<file path="src/rtl/inst_fetch_unit.sv">
// Instruction fetch front end: PC, single-outstanding memory handshake, prefetch FIFO, redirect flush.
// Optional macro FETCH_ALIGN_CHECK_EN adds id_adel and halts fetch on a misaligned PC.
module inst_fetch_unit #(
    parameter logic [31:0] RESET_PC   = 32'h0000_0000,
    parameter int          FIFO_DEPTH = 2
) (
    input  logic        clk,
    input  logic        rst,
    output logic        inst_req,
    output logic [31:0] inst_addr,
    input  logic        inst_addr_ok,
    input  logic        inst_data_ok,
    input  logic [31:0] inst_rdata,
    input  logic        redirect,
    input  logic [31:0] redirect_pc,
    output logic [31:0] id_inst,
    output logic [31:0] id_pc,
    output logic        id_valid,
`ifdef FETCH_ALIGN_CHECK_EN
    output logic        id_adel,
`endif
    input  logic        id_ready
);

    localparam int PTR_W = (FIFO_DEPTH > 1) ? $clog2(FIFO_DEPTH) : 1;
    localparam int CNT_W = PTR_W + 1;
    localparam logic [CNT_W-1:0] DEPTH_C = CNT_W'(FIFO_DEPTH);

    typedef enum logic [1:0] {IDLE, REQ, WAIT, DROP} state_t;

    state_t            state_q, state_d;
    logic [31:0]       fetch_pc_q, fetch_pc_d;
    logic [31:0]       req_pc_q, req_pc_d;
    logic [31:0]       inst_mem_q [FIFO_DEPTH];
    logic [31:0]       inst_mem_d [FIFO_DEPTH];
    logic [31:0]       pc_mem_q   [FIFO_DEPTH];
    logic [31:0]       pc_mem_d   [FIFO_DEPTH];
`ifdef FETCH_ALIGN_CHECK_EN
    logic              adel_mem_q [FIFO_DEPTH];
    logic              adel_mem_d [FIFO_DEPTH];
    logic              push_adel;
`endif
    logic [PTR_W-1:0]  rd_ptr_q, rd_ptr_d;
    logic [PTR_W-1:0]  wr_ptr_q, wr_ptr_d;
    logic [CNT_W-1:0]  count_q, count_d;
    logic [CNT_W-1:0]  count_after_push;

    logic              push;
    logic              pop;
    logic              flush;
    logic              misaligned;
    logic [31:0]       push_inst;
    logic [31:0]       push_pc;

`ifdef FETCH_ALIGN_CHECK_EN
    assign misaligned = (fetch_pc_q[1:0] != 2'b00);
    assign inst_addr  = fetch_pc_q;
    assign id_adel    = adel_mem_q[rd_ptr_q];
`else
    assign misaligned = 1'b0;
    assign inst_addr  = {fetch_pc_q[31:2], 2'b00};
`endif

    assign id_valid = (count_q != '0);
    assign id_inst  = inst_mem_q[rd_ptr_q];
    assign id_pc    = pc_mem_q[rd_ptr_q];
    assign pop      = id_valid & id_ready & ~redirect;

    // Occupancy after a response push in WAIT, used to decide whether another slot is free.
    assign count_after_push = count_q + CNT_W'(1) - CNT_W'(id_valid & id_ready);

    always_comb begin
        state_d    = state_q;
        fetch_pc_d = fetch_pc_q;
        req_pc_d   = req_pc_q;
        inst_req   = 1'b0;
        push       = 1'b0;
        flush      = 1'b0;
        push_inst  = inst_rdata;
        push_pc    = req_pc_q;
`ifdef FETCH_ALIGN_CHECK_EN
        push_adel  = 1'b0;
`endif

        case (state_q)
            IDLE: begin
                if (count_q < DEPTH_C && !misaligned) begin
                    state_d = REQ;
                end
            end
            REQ: begin
                if (misaligned) begin
                    // Misaligned PC reports an exception entry instead of fetching, then halts.
                    push      = 1'b1;
                    push_inst = 32'h0;
                    push_pc   = fetch_pc_q;
`ifdef FETCH_ALIGN_CHECK_EN
                    push_adel = 1'b1;
`endif
                    state_d   = IDLE;
                end else begin
                    inst_req = 1'b1;
                    if (inst_addr_ok) begin
                        req_pc_d   = fetch_pc_q;
                        fetch_pc_d = fetch_pc_q + 32'd4;
                        state_d    = WAIT;
                    end
                end
            end
            WAIT: begin
                if (inst_data_ok) begin
                    push    = 1'b1;
                    state_d = (count_after_push < DEPTH_C) ? REQ : IDLE;
                end
            end
            DROP: begin
                if (inst_data_ok) begin
                    state_d = REQ;
                end
            end
            default: state_d = IDLE;
        endcase

        // A response landing in the redirect cycle is the stale one, so no DROP is needed then.
        if (redirect) begin
            push       = 1'b0;
            flush      = 1'b1;
            fetch_pc_d = redirect_pc;
            case (state_q)
                REQ:       state_d = (inst_req && inst_addr_ok) ? DROP : REQ;
                WAIT, DROP: state_d = inst_data_ok ? REQ : DROP;
                default:   state_d = REQ;
            endcase
        end
    end

    always_comb begin
        inst_mem_d = inst_mem_q;
        pc_mem_d   = pc_mem_q;
`ifdef FETCH_ALIGN_CHECK_EN
        adel_mem_d = adel_mem_q;
`endif
        rd_ptr_d   = rd_ptr_q;
        wr_ptr_d   = wr_ptr_q;
        count_d    = count_q;

        if (flush) begin
            rd_ptr_d = '0;
            wr_ptr_d = '0;
            count_d  = '0;
        end else begin
            if (push) begin
                inst_mem_d[wr_ptr_q] = push_inst;
                pc_mem_d[wr_ptr_q]   = push_pc;
`ifdef FETCH_ALIGN_CHECK_EN
                adel_mem_d[wr_ptr_q] = push_adel;
`endif
                wr_ptr_d = wr_ptr_q + PTR_W'(1);
            end
            if (pop) begin
                rd_ptr_d = rd_ptr_q + PTR_W'(1);
            end
            count_d = count_q + CNT_W'(push) - CNT_W'(pop);
        end
    end

    always_ff @(posedge clk or posedge rst) begin
        if (rst) begin
            state_q    <= IDLE;
            fetch_pc_q <= RESET_PC;
            req_pc_q   <= '0;
            rd_ptr_q   <= '0;
            wr_ptr_q   <= '0;
            count_q    <= '0;
            for (int i = 0; i < FIFO_DEPTH; i++) begin
                inst_mem_q[i] <= '0;
                pc_mem_q[i]   <= '0;
`ifdef FETCH_ALIGN_CHECK_EN
                adel_mem_q[i] <= 1'b0;
`endif
            end
        end else begin
            state_q    <= state_d;
            fetch_pc_q <= fetch_pc_d;
            req_pc_q   <= req_pc_d;
            rd_ptr_q   <= rd_ptr_d;
            wr_ptr_q   <= wr_ptr_d;
            count_q    <= count_d;
            inst_mem_q <= inst_mem_d;
            pc_mem_q   <= pc_mem_d;
`ifdef FETCH_ALIGN_CHECK_EN
            adel_mem_q <= adel_mem_d;
`endif
        end
    end

endmodule

</file>
<file path="config.mk">
export PLATFORM = sky130hd
export DESIGN_NAME = inst_fetch_unit
export DESIGN_NICKNAME = d
export VERILOG_FILES = /design/src/rtl/inst_fetch_unit.sv
export SDC_FILE = /design/constraint.sdc
export NUM_CORES = 1
export LEC_CHECK = 0
export ABC_AREA = 0
export BUFFER_PORTS_ARGS = -buffer_cell sky130_fd_sc_hd__buf_2
export CORE_MARGIN = 4
export CORE_UTILIZATION = 23
export DETAILED_ROUTE_END_ITERATION = 7
export PLACE_DENSITY = 0.41
export SLEW_MARGIN = 20
export SYNTH_ARGS = -nofsm -noshare
export SYNTH_HDL_FRONTEND = slang
export SYNTH_SLANG_ARGS = --single-unit
</file>
<file path="constraint.sdc">
create_clock -name clk -period 6.07 [get_ports clk]
set_input_delay 0.9105 -clock clk [delete_from_list [all_inputs] [get_ports clk]]
set_output_delay 0.9105 -clock clk [all_outputs]
set_load 0.005 [all_outputs]
</file>
# Word-level counts from Yosys, hierarchy flattened
# Index checks and enable logic that the tools add are counted.
# Widths: inputs -> output; s select.
totals:
  reg_bits: 198
  input_bits: 70
  elab_cells: 82
  out_inout_bits: 98
op_classes:
  eq_ne: 7
  addsub: 7
  mux: 33
  order_cmp: 5
  bitwise: 7
  reduce_logical: 13
ops:
  columns: ["op", "count"]
  rows:
  - ["$mux 32", 10]
  - ["$bwmux 64", 2]
  - ["$add 32x3->32 const B", 1]
  - ["$demux 32 s1", 1]
  - ["$mux 2", 8]
  - ["$ne 3x3->1 const B", 4]
  - ["$mux 1", 10]
  - ["$reduce_bool 2->1", 5]
  - ["$pmux 2 s4", 1]
  - ["$reduce_and 2->1", 3]
  - ["$eq 2x2->1 const B", 2]
  - ["$ge 2x2->1 const B", 2]
  - ["$lt 2x2->1 const B", 2]
  - ["$not 1->2", 2]
  - ["$pmux 2 s2", 1]
  - ["$reduce_and 4->1", 1]
  - ["$sub 2x1->2", 2]
  - ["$and 1x1->1", 3]
  - ["$add 1x1->1 const B", 2]
  - ["$add 2x1->2", 1]
  - ["$add 2x1->2 const B", 1]
  - ["$eq 2x1->1 const B", 1]
  - ["$logic_and 1x1->1", 2]
  - ["$logic_not 2->1", 1]
  - ["other kinds (3)", 4]

# Longest topological paths before layout
# Gate-level depths: netlist (run 1).
depth:
  word_depth: 8
  ltp_mapped: 9
  depth_no_buf: 8

# Worst setup path after synthesis (run 1)
# OpenSTA, ideal clock, no wires.
synth_path:
  path_kind: "input to register"
  from: "input port redirect"
  to: "register count_q[0]"
  stages: 8
  required_time_ns: 5.937
  setup_slack_ns: 3.457
  n_path_buf: 3
  setup_time_ns: 0.133
  arrival_time_ns: 2.481
  cell_sequence: "clkbuf_1 -> buf_1 -> buf_1 -> nor2_1 -> ha_1 -> inv_1 -> ha_1 -> nor2b_1"
synth_between:
  elab_chain_len: 4
  word_cells_on_any_way: 7
  cone_classes: "add/sub (2); mux (3); bitwise (2)"
synth_rtl:
  columns: ["item", "line", "text"]
  rows:
  - ["start: declaration", "14", "input logic redirect,"]
  - ["$mux 1 or $not 1->1 (tied branches)", "125, 67", null]
  - ["$add 2x1->2 or $and 1x1->1 (tied branches)", "163, 67", null]
  - ["$sub 2x1->2", "163", "count_d = count_q + CNT_W'(push) - CNT_W'(pop);"]
  - ["$mux 2 *", "147", "if (flush) begin"]
  - ["net count_d[0]", "45", "logic [CNT_W-1:0] count_q, count_d;"]
  - ["end signal: assignment", "188", "count_q <= count_d;"]
  - ["end: declaration", "45", null]
# Mark *: on every way through the listed nets, which the timed path passes. The rest lies on a longest branch.
# A chain may end at the register's enable or synchronous reset.

# Worst setup path after layout (run 1)
layout_path:
  from: "register rd_ptr_q"
  to: "output port id_pc[24]"
layout_between:
  elab_chain_len: 4
layout_rtl:
  columns: ["item", "line", "text"]
  rows:
  - ["start: declaration", "43", "logic [PTR_W-1:0] rd_ptr_q, rd_ptr_d;"]
  - ["start signal: assignment", "186", "rd_ptr_q <= rd_ptr_d;"]
  - ["$not 1->2 (not written as such)", "66", "assign id_pc = pc_mem_q[rd_ptr_q];"]
  - ["$mux 32 (not written as such) (3 in series)", "66", null]
  - ["end: declaration", "17", "output logic [31:0] id_pc,"]
# Every way passes these cells. The select of a mux whose other input is x is not followed.

==> results_dict.tcl, run 1 <==
set metrics [dict create \
    route.met3.wl_mm 1.131 \
    ir_drop_mv 0.1676 \
    dp.cells 1312 \
    viasPerCell 4.327 \
    crit_path_top_delay_cell "buf_4" \
    vias 5816 \
    routed.top_layer "met4" \
    antenna_cells 0 \
    drt-initial-drc-count 224 \
    die_w_microns 206.4 \
    cts_tree "built" \
    ys_seq_area_share_pct 54.73 \
    clockBufferDepth 2 \
    core_area_sq_um 38830 \
    end_kind "output pin" \
    area_growth_syn_to_layout_pct 19.82 \
    clk_pin_slew_ps 70 \
    p_leak_nw 5.086 \
    met1_length_mm 11.24 \
    period_minus_slack_ps 3282 \
    finalWorstSetupSlack_ps 2788 \
    port_buffers 165 \
    overflow 0 \
    post_cts_buffers 0 \
    skew_ps 7.813 \
    crit_fanout 54 \
    cp_data_required_time_ps 5160 \
    routedWlPerCell_microns 18.04 \
    drv_slew 0 \
    drive_gt1_share_pct 52.54 \
    synthCells 688 \
    numCtsBuffers 17 \
    postRouteWirelength_mm 24.25 \
    synth_warnings 0 \
    nFillCells 4042 \
    drc 0 \
    synth.avg_cell_area_sq_um 13.16 \
    rsz0062_at_grt "no" \
    start_util_pct 23.32 \
    track_usage_pct 11.65 \
    met2_length_mm 11.58 \
    dr.pass1.iters 4 \
    grt_antenna_before_repair 0 \
    io_pins 168 \
    drv_cap 0 \
    grt_pass1_vias 6046 \
    h-tree-depth 4 \
    fin_cells 1344 \
    rows 72 \
    synth_flop_cell "dfrtp_1" \
    clk_latency_ps 440 \
    slew_headroom_pct 36.38 \
    start_kind "flip-flop" \
    crit_type "reg2out" \
    ys_ff_latch 198 \
    drtAntennaViolNets 0 \
    grt_pass1_wl_mm 37.41 \
    syn_area_sq_um 9054 \
    clock-sinks 198 \
    finalSetupViolCount 0 \
    synth-edff-count 0 \
    dpl_worst_slack_ps 2468 \
    path_cells "buf_4 > mux2_2 > buf_2" \
    power_density_nw_per_um2 342.2 \
    holdBufCountCts 0 \
    fin_crit_sh_pct 54.07 \
    cp.arrival_ps 2370 \
    setup_tns_ps 0 \
    cts_root_buffer "clkbuf_16" \
    fmax_mhz 304.7 \
    critPathMaxStageDelay_ps 730 \
    die_area_sq_um 42600 \
    num-nets-final 886 \
    hold_path_class "reg2reg" \
    hold_violations 0 \
    status "finished clean" \
    synthDistinctLibCells 44 \
    cts.repair.resized 0 \
    place_congestion 0.7096 \
    synth-async-reset-ratio_pct 100.0 \
    hpwl_mm 16.49 \
    multi_input_area_sq_um 3707 \
    seq_area_sq_um 4959 \
    grt_max_degree 150 \
    tightestPinTransition_ps 954.2 \
    die_h_microns 206.4 \
    total_power_mw 3.712 \
]
power by group:
group | total [mW] | leakage [nW] | switching (mW) | internal [mW]
Combinational | 0.816 | 2.26 | 0.327 | 0.489
Sequential | 1.78 | 2.56 | 0.184 | 1.60
Clock | 1.12 | 0.270 | 0.556 | 0.560
flip-flops by register name, indices dropped and copies added (netlist names):
name and flops:
rd_ptr_q 1, count_q 2, state_q 2, inst_mem_q 64
fetch_pc_q 32, pc_mem_q 64, wr_ptr_q 1, req_pc_q 32
cells in the mapped netlist (9+ instances only):
library cell	instances	area [sq um]
xnor2_1	9	78.83
nand3_1	16	80.08
o21ai_0	18	90.09
clkbuf_1	26	97.59
buf_4	32	240.2
a31oi_1	12	75.07
nand2_1	30	112.6
dfrtp_1	198	4955
mux2_2	220	2477
or4_1	14	105.1
nor2_1	21	78.83
worst paths after layout:
path	startpoint	end	slack, ps	cells past startpoint
max	rd_ptr_q	id_pc[24]	2790	3
min	inst_mem_q[53]	inst_mem_q[53]	490	1
max reg2reg	state_q[1]	fetch_pc_q[27]	3340	4
min reg2reg	inst_mem_q[53]	inst_mem_q[53]	490	1
max in group asynchronous	rst	inst_mem_q[32]	4030	4
min in group asynchronous	rst	pc_mem_q[10]	620	3
cell usage in the layout (no fill, tap or decap), types with 3 or more instances in the layout:
cell / n
buf_2: 165
or3_1: 5
mux2_1: 4
nor2b_1: 3
inv_6: 6
clkinv_4: 3
clkinvlp_4: 4
a31oi_1: 12
xnor2_1: 9
or4_1: 14
nand4_1: 8
nor2_1: 20
nor3_1: 4
buf_4: 6
xor2_1: 6
nand2_1: 30
dfrtp_1: 197
o211ai_1: 4
nand2b_1: 3
ha_1: 3
and4_1: 5
inv_1: 5
nand3_1: 15
o21ai_0: 18
mux2_2: 220
o31ai_1: 8
clkbuf_16: 17
worst max-delay path, delay by kind of cell, from the launching register on:
kind / cells / cell delay [ps]
muxes: 1 / 440
buffers and inverters: 2 / 860
DFF: 1 / 580
through the flow:
| step | instance area [sq um] | hold WS (ps) | utilization (%) |
|---|---|---|---|
| global placement | 10250 | 470.6 | 26.41 |
| finish | 10850 | 490.3 | 27.94 |
| global route | 10850 | 511.0 | 27.94 |
| CTS | 10850 | 492.7 | 27.94 |
| detailed placement | 10280 | 474.2 | 26.48 |
| floorplan | 9061 | 454.1 | - |
per-layer routing:
layer	GRT usage [%]	vias to the layer above
met4	3.279	0
li1	-	2707
met2	19.08	135
met1	15.39	2955
met3	2.809	19
met5	0	-
logic make-up (layout without fill, tap and decap cells):
group           Yosys count  after routing  synth area share, %
other cells               1              2              0.04142
simple gates            120            120                7.311
fa+ha+maj                 3              3               0.4146
buf+inv                  76            213                4.588
compound gates           50             50                3.496
flops                   198            198                54.73
mux                     225            225                27.97
xor+xnor                 15             15                1.451
layout make-up:
| cell class | count | area share, % |
|---|---|---|
| clock buffers | 19 | 4.175 |
| clock inverters | 13 | 1.038 |
| inverters | 7 | 0.2768 |
| multi-input cells | 415 | 34.18 |
| flip-flops and latches | 198 | 45.71 |
| well taps | 518 | 5.975 |
| repair buffers | 174 | 8.651 |
No activity file was read; power rests on OpenSTA's default activity.
==> run 2: changes to the inputs <==
==> constraint.sdc (replaced) <==
create_clock -name clk -period 2.9 [get_ports clk]
set_input_delay 0.435 -clock clk [delete_from_list [all_inputs] [get_ports clk]]
set_output_delay 0.435 -clock clk [all_outputs]
set_load 0.005 [all_outputs]
==> run 2 against run 1 <==
Total power rose by 110%. Cell count up 0.97%. Critical path type unchanged. Highest routed layer unchanged. Register-to-register slack got worse by 2700 ps.
==> results_dict.tcl, run 2 (synthesized netlist as in run 1, its figures left out) <==
set metrics [dict create \
    viasPerCell 4.282 \
    p_leak_nw 5.194 \
    die_h_microns 206.4 \
    final_cell_mix "220 x mux2_2, 197 x dfrtp_1, 165 x buf_2" \
    tightestPinTransition_ps 904.7 \
    drtAntennaViolNets 0 \
    setup_tns_ps 0 \
    final_util_pct 28.43 \
    overflow 0 \
    die_area_sq_um 42600 \
    ir_drop_mv 0.3794 \
    area_growth_syn_to_layout_pct 21.93 \
    skew_ps 12.84 \
    cts_tree "built" \
    drc 0 \
    antenna_cells 0 \
    seq_area_sq_um 4959 \
    finalSetupViolCount 0 \
    slew_headroom_pct 39.56 \
    place_congestion 0.7389 \
    reg_top3 "inst_mem_q x64, pc_mem_q x64" \
    p_clk_share_pct 29.6 \
    dpl_worst_slack_ps 614.9 \
    drv_cap 0 \
    io_pins 168 \
    dr.pass1.iters 4 \
    r2r_slack_ps 640 \
    fmax_mhz 411.4 \
    status "finished clean" \
    drt-initial-drc-count 234 \
    met1_length_mm 11.50 \
    grt_pass1_wl_mm 38.21 \
    hold_violations 0 \
    crit_type "reg2out" \
    vias 5810 \
    fin_cells 1357 \
    end_kind "output pin" \
    numCtsBuffers 17 \
    route.met3.wl_mm 1.024 \
    grt_antenna_before_repair 1 \
    cp.arrival_ps 2000 \
    drive_gt1_share_pct 53.28 \
    finalInstanceArea_sq_um 11040 \
    cts_root_buffer "clkbuf_16" \
    holdBufCountCts 0 \
    die_w_microns 206.4 \
    routedWlPerCell_microns 18.11 \
    nFillCells 4027 \
    p_sw_mw 2.254 \
    start_util_pct 23.32 \
    fin_crit_sh_pct 83.82 \
    total_power_mw 7.788 \
    hold_path_class "in2async" \
    routed.top_layer "met4" \
    p_seq_share_pct 47.9 \
    clockBufferDepth 2 \
    num-nets-final 899 \
    finalWorstSetupSlack_ps 469.2 \
    cp_data_required_time_ps 2470 \
    power_density_nw_per_um2 705.5 \
    track_usage_pct 11.88 \
    h-tree-depth 4 \
    core_area_sq_um 38830 \
    multi_input_area_sq_um 3707 \
    cts.repair.resized 0 \
    pwr-share-comb_pct 22.5 \
    grt_pass1_vias 6044 \
    place_area_sq_um 10490 \
    rsz0062_at_grt "no" \
    clock-sinks 198 \
    switching_share_pct 28.94 \
    start_kind "flip-flop" \
    post_cts_buffers 0 \
    grt_max_degree 41 \
    port_buffers 165 \
    hpwl_mm 17.74 \
    fin_hold_ws_ps 170.2 \
    crit_fanout 35 \
    p_int_mw 5.534 \
    met2_length_mm 11.76 \
    drv_slew 0 \
    postRouteWirelength_mm 24.57 \
    layout_commonest_cell "mux2_2" \
    clk_latency_ps 450 \
    dp.cells 1325 \
    rows 72 \
    clk_pin_slew_ps 80 \
    period_minus_slack_ps 2431 \
]
run 2: cell count changes in the layout (fill, tap and decap cells not counted):
cell and delta:
clkbuf_8 -1, buf_4 +4, buf_16 -1, inv_8 +1, clkinvlp_4 -2, inv_6 -1
buf_12 +10, clkinv_2 +3
run 2: critical path: stages, from the launching register on:
cell and delay [ps]:
dfrtp_4 720, buf_12 310, mux2_2 380, buf_2 130
run 2: cell type report:
class | count | share of cell area, %
flip-flops and latches | 198 | 44.92
multi-input cells | 415 | 33.58
repair buffers | 187 | 10.34
well taps | 518 | 5.871
clock buffers | 18 | 3.978
clock inverters | 14 | 1.043
inverters | 7 | 0.2720
run 2: worst paths after layout:
kind / start / endpoint / depth (start not counted)
worst max-delay path: rd_ptr_q / id_pc[10] / 3
worst min-delay path: rst / pc_mem_q[33] / 2
worst max register to register: state_q[1] / fetch_pc_q[27] / 4
worst min register to register: inst_mem_q[53] / inst_mem_q[53] / 1
max in group asynchronous: rst / inst_mem_q[32] / 3
min in group clk: redirect_pc[7] / fetch_pc_q[7] / 3
run 2: metal layers:
metal  GRT usage, %  vias to the layer above
met5              0                        -
met4          3.493                        0
li1               -                     2726
met1          16.20                     2962
met2          18.83                      109
met3          2.762                       13
run 2: power groups by stage:
stage | Sequential, mW | Clock [mW] | Combinational, mW
after global placement | 3.78 | 0 | 1.81
after global routing | 3.82 | 2.54 | 1.95
after CTS | 3.74 | 2.45 | 1.83
after detailed placement | 3.79 | 0 | 1.82
final | 3.73 | 2.31 | 1.75
after floorplan | 3.63 | 0 | 1.15
==> run 3: changes to the inputs <==
--- a/config.mk
+++ b/config.mk
@@ -10,7 +10,7 @@
 export CORE_MARGIN = 4
 export CORE_UTILIZATION = 23
 export DETAILED_ROUTE_END_ITERATION = 7
-export PLACE_DENSITY = 0.41
+export PLACE_DENSITY = 0.4
 export SLEW_MARGIN = 20
 export SYNTH_ARGS = -nofsm -noshare
 export SYNTH_HDL_FRONTEND = slang
==> constraint.sdc (replaced) <==
create_clock -name clk -period 2.3 [get_ports clk]
set_input_delay 0.345 -clock clk [delete_from_list [all_inputs] [get_ports clk]]
set_output_delay 0.345 -clock clk [all_outputs]
set_load 0.005 [all_outputs]
==> run 3 against run 2 <==
Flip-flop and latch count did not move. Sequential power grew 24%. Wire length is 0.47% lower. Worst setup slack got worse by 280 ps. Sequential share of layout area shrank 0.57 points. Non-clock buffer count up 16. Clock power up 42%. Hold slack lost 54 ps. Count of clock-buffer cells in the layout unchanged.
==> results_dict.tcl, run 3 (synthesized netlist as in run 1, its figures left out) <==
set metrics [dict create \
    io_pins 168 \
    cp.arrival_ps 2460 \
    drive_gt1_share_pct 54.10 \
    fin_crit_sh_pct 91.64 \
    crit_fanout 12 \
    path_cells "and4_1 > nand3_1 > or4_1 > a31oi_1" \
    antenna_cells 0 \
    grt_antenna_before_repair 1 \
    start_util_pct 23.32 \
    cp-startpoint "fetch_pc_q[10]" \
    grt_pass1_wl_mm 37.23 \
    grt_max_degree 62 \
    skew_ps 8.819 \
    num-nets-final 915 \
    postRouteWirelength_mm 24.46 \
    place_congestion 0.7006 \
    routed.top_layer "met4" \
    drt-initial-drc-count 164 \
    overflow 0 \
    ir_drop_mv 0.3934 \
    core_area_sq_um 38830 \
    hpwl_mm 17.07 \
    end_kind "flip-flop" \
    clock-sinks 198 \
    worstReg2RegStart "fetch_pc_q[10]" \
    crit_type "reg2reg" \
    fin_hold_ws_ps 116.6 \
    met2_length_mm 10.85 \
    dr.pass1.iters 4 \
    slew_headroom_pct 47.97 \
    die_area_sq_um 42600 \
    drtAntennaViolNets 0 \
    cp_data_required_time_ps 2660 \
    vias 5873 \
    crit_path_top_delay_cell "or4_1" \
    final_util_pct 28.80 \
    power_density_nw_per_um2 913.0 \
    grt_pass1_vias 6024 \
    cts_tree "built" \
    viasPerCell 4.281 \
    critPathMaxStageDelay_ps 590 \
    h-tree-depth 4 \
    final_cell_mix "220 x mux2_2, 197 x dfrtp_1, 165 x buf_2" \
    status "finished clean" \
    p_leak_nw 5.274 \
    clockBufferDepth 2 \
    route.met3.wl_mm 1.312 \
    fmax_mhz 474.5 \
    hold_violations 0 \
    hold_path_class "in2reg" \
    layout_commonest_cell "mux2_2" \
    tightestPinTransition_ps 780.4 \
    reg_top3 "inst_mem_q x64, pc_mem_q x64" \
    routedWlPerCell_microns 17.83 \
    drv_cap 0 \
    numCtsBuffers 17 \
    port_buffers 165 \
    drv_slew 0 \
    period_minus_slack_ps 2108 \
    worstHoldStart "redirect_pc[7]" \
    die_h_microns 206.4 \
    area_growth_syn_to_layout_pct 23.49 \
    finalSetupViolCount 0 \
    die_w_microns 206.4 \
    rows 72 \
    cts_root_buffer "clkbuf_16" \
    nFillCells 4004 \
    clk_latency_ps 440 \
    setup_tns_ps 0 \
    rsz0062_at_grt "no" \
    drc 0 \
    met1_length_mm 11.98 \
    start_kind "flip-flop" \
    clk_pin_slew_ps 70 \
    track_usage_pct 11.57 \
]
-- run 3: repair_timing --
item                                   in CTS  in global routing
setup endpoints to repair                   0                  1
buffers inserted                            0                  0
gates resized for setup                     0                  1
hold buffers                                1                  0
endpoints found under the hold margin      11                  0
-- run 3: critical path, delay by kind of cell, from the launching register on --
family	cells	cell delay (ps)
AO/OA/AOI/OAI	1	180
flip-flops	1	480
AND/OR/NAND/NOR	3	1360
-- run 3: worst paths after layout --
kind	endpoint	slack [ps]	cells after the start
setup / recovery	fetch_pc_q[22]	190	4
hold / removal	fetch_pc_q[7]	120	3
setup reg to reg	fetch_pc_q[22]	190	4
hold reg to reg	inst_mem_q[53]	480	1
max in group asynchronous	fetch_pc_q[24]	1100	4
min in group asynchronous	inst_mem_q[62]	490	3
-- run 3: where the power goes --
| part | leakage [nW] | switching (mW) | internal, mW | total [mW] |
|---|---|---|---|---|
| Sequential | 2.56 | 0.420 | 4.21 | 4.63 |
| Clock | 0.304 | 1.42 | 1.87 | 3.28 |
| Combinational | 2.41 | 0.943 | 1.35 | 2.30 |
| Total | 5.27 | 2.78 | 7.43 | 10.2 |
-- run 3: area by class of cell --
| type | instances | area, sq um | share of cell area [%] |
|---|---|---|---|
| clock buffer | 18 | 439.2 | 3.928 |
| sequential | 198 | 4959 | 44.35 |
| multi-input combinational | 415 | 3711 | 33.19 |
| tap | 518 | 648.1 | 5.797 |
| timing repair buffer | 203 | 1201 | 10.74 |
| clock inverter | 13 | 192.7 | 1.723 |
| inverter | 7 | 30.03 | 0.2686 |
-- run 3: layer usage --
layer / vias to the layer above / global-route usage, %
met1: 2955 / 16.56
li1: 2764 / -
met4: 0 / 3.541
met3: 14 / 2.730
met5: - / 0
met2: 140 / 17.31
-- run 3: through the flow --
| step | setup WS, ps | std cells | area (sq um) | total power, mW |
|---|---|---|---|---|
| 6_report | 192.4 | 1372 | 11180 | 10.21 |
| 5_1_grt | 89.15 | 1372 | 11180 | 10.84 |
| 4_1_cts | 141.1 | 1372 | 11180 | 10.47 |
| 3_5_place_dp | 171.9 | 1340 | 10540 | 7.075 |
| 3_3_place_gp | 185.4 | 1340 | 10540 | 7.042 |
| 2_1_floorplan | -605.4 | 689 | 9061 | 6.031 |
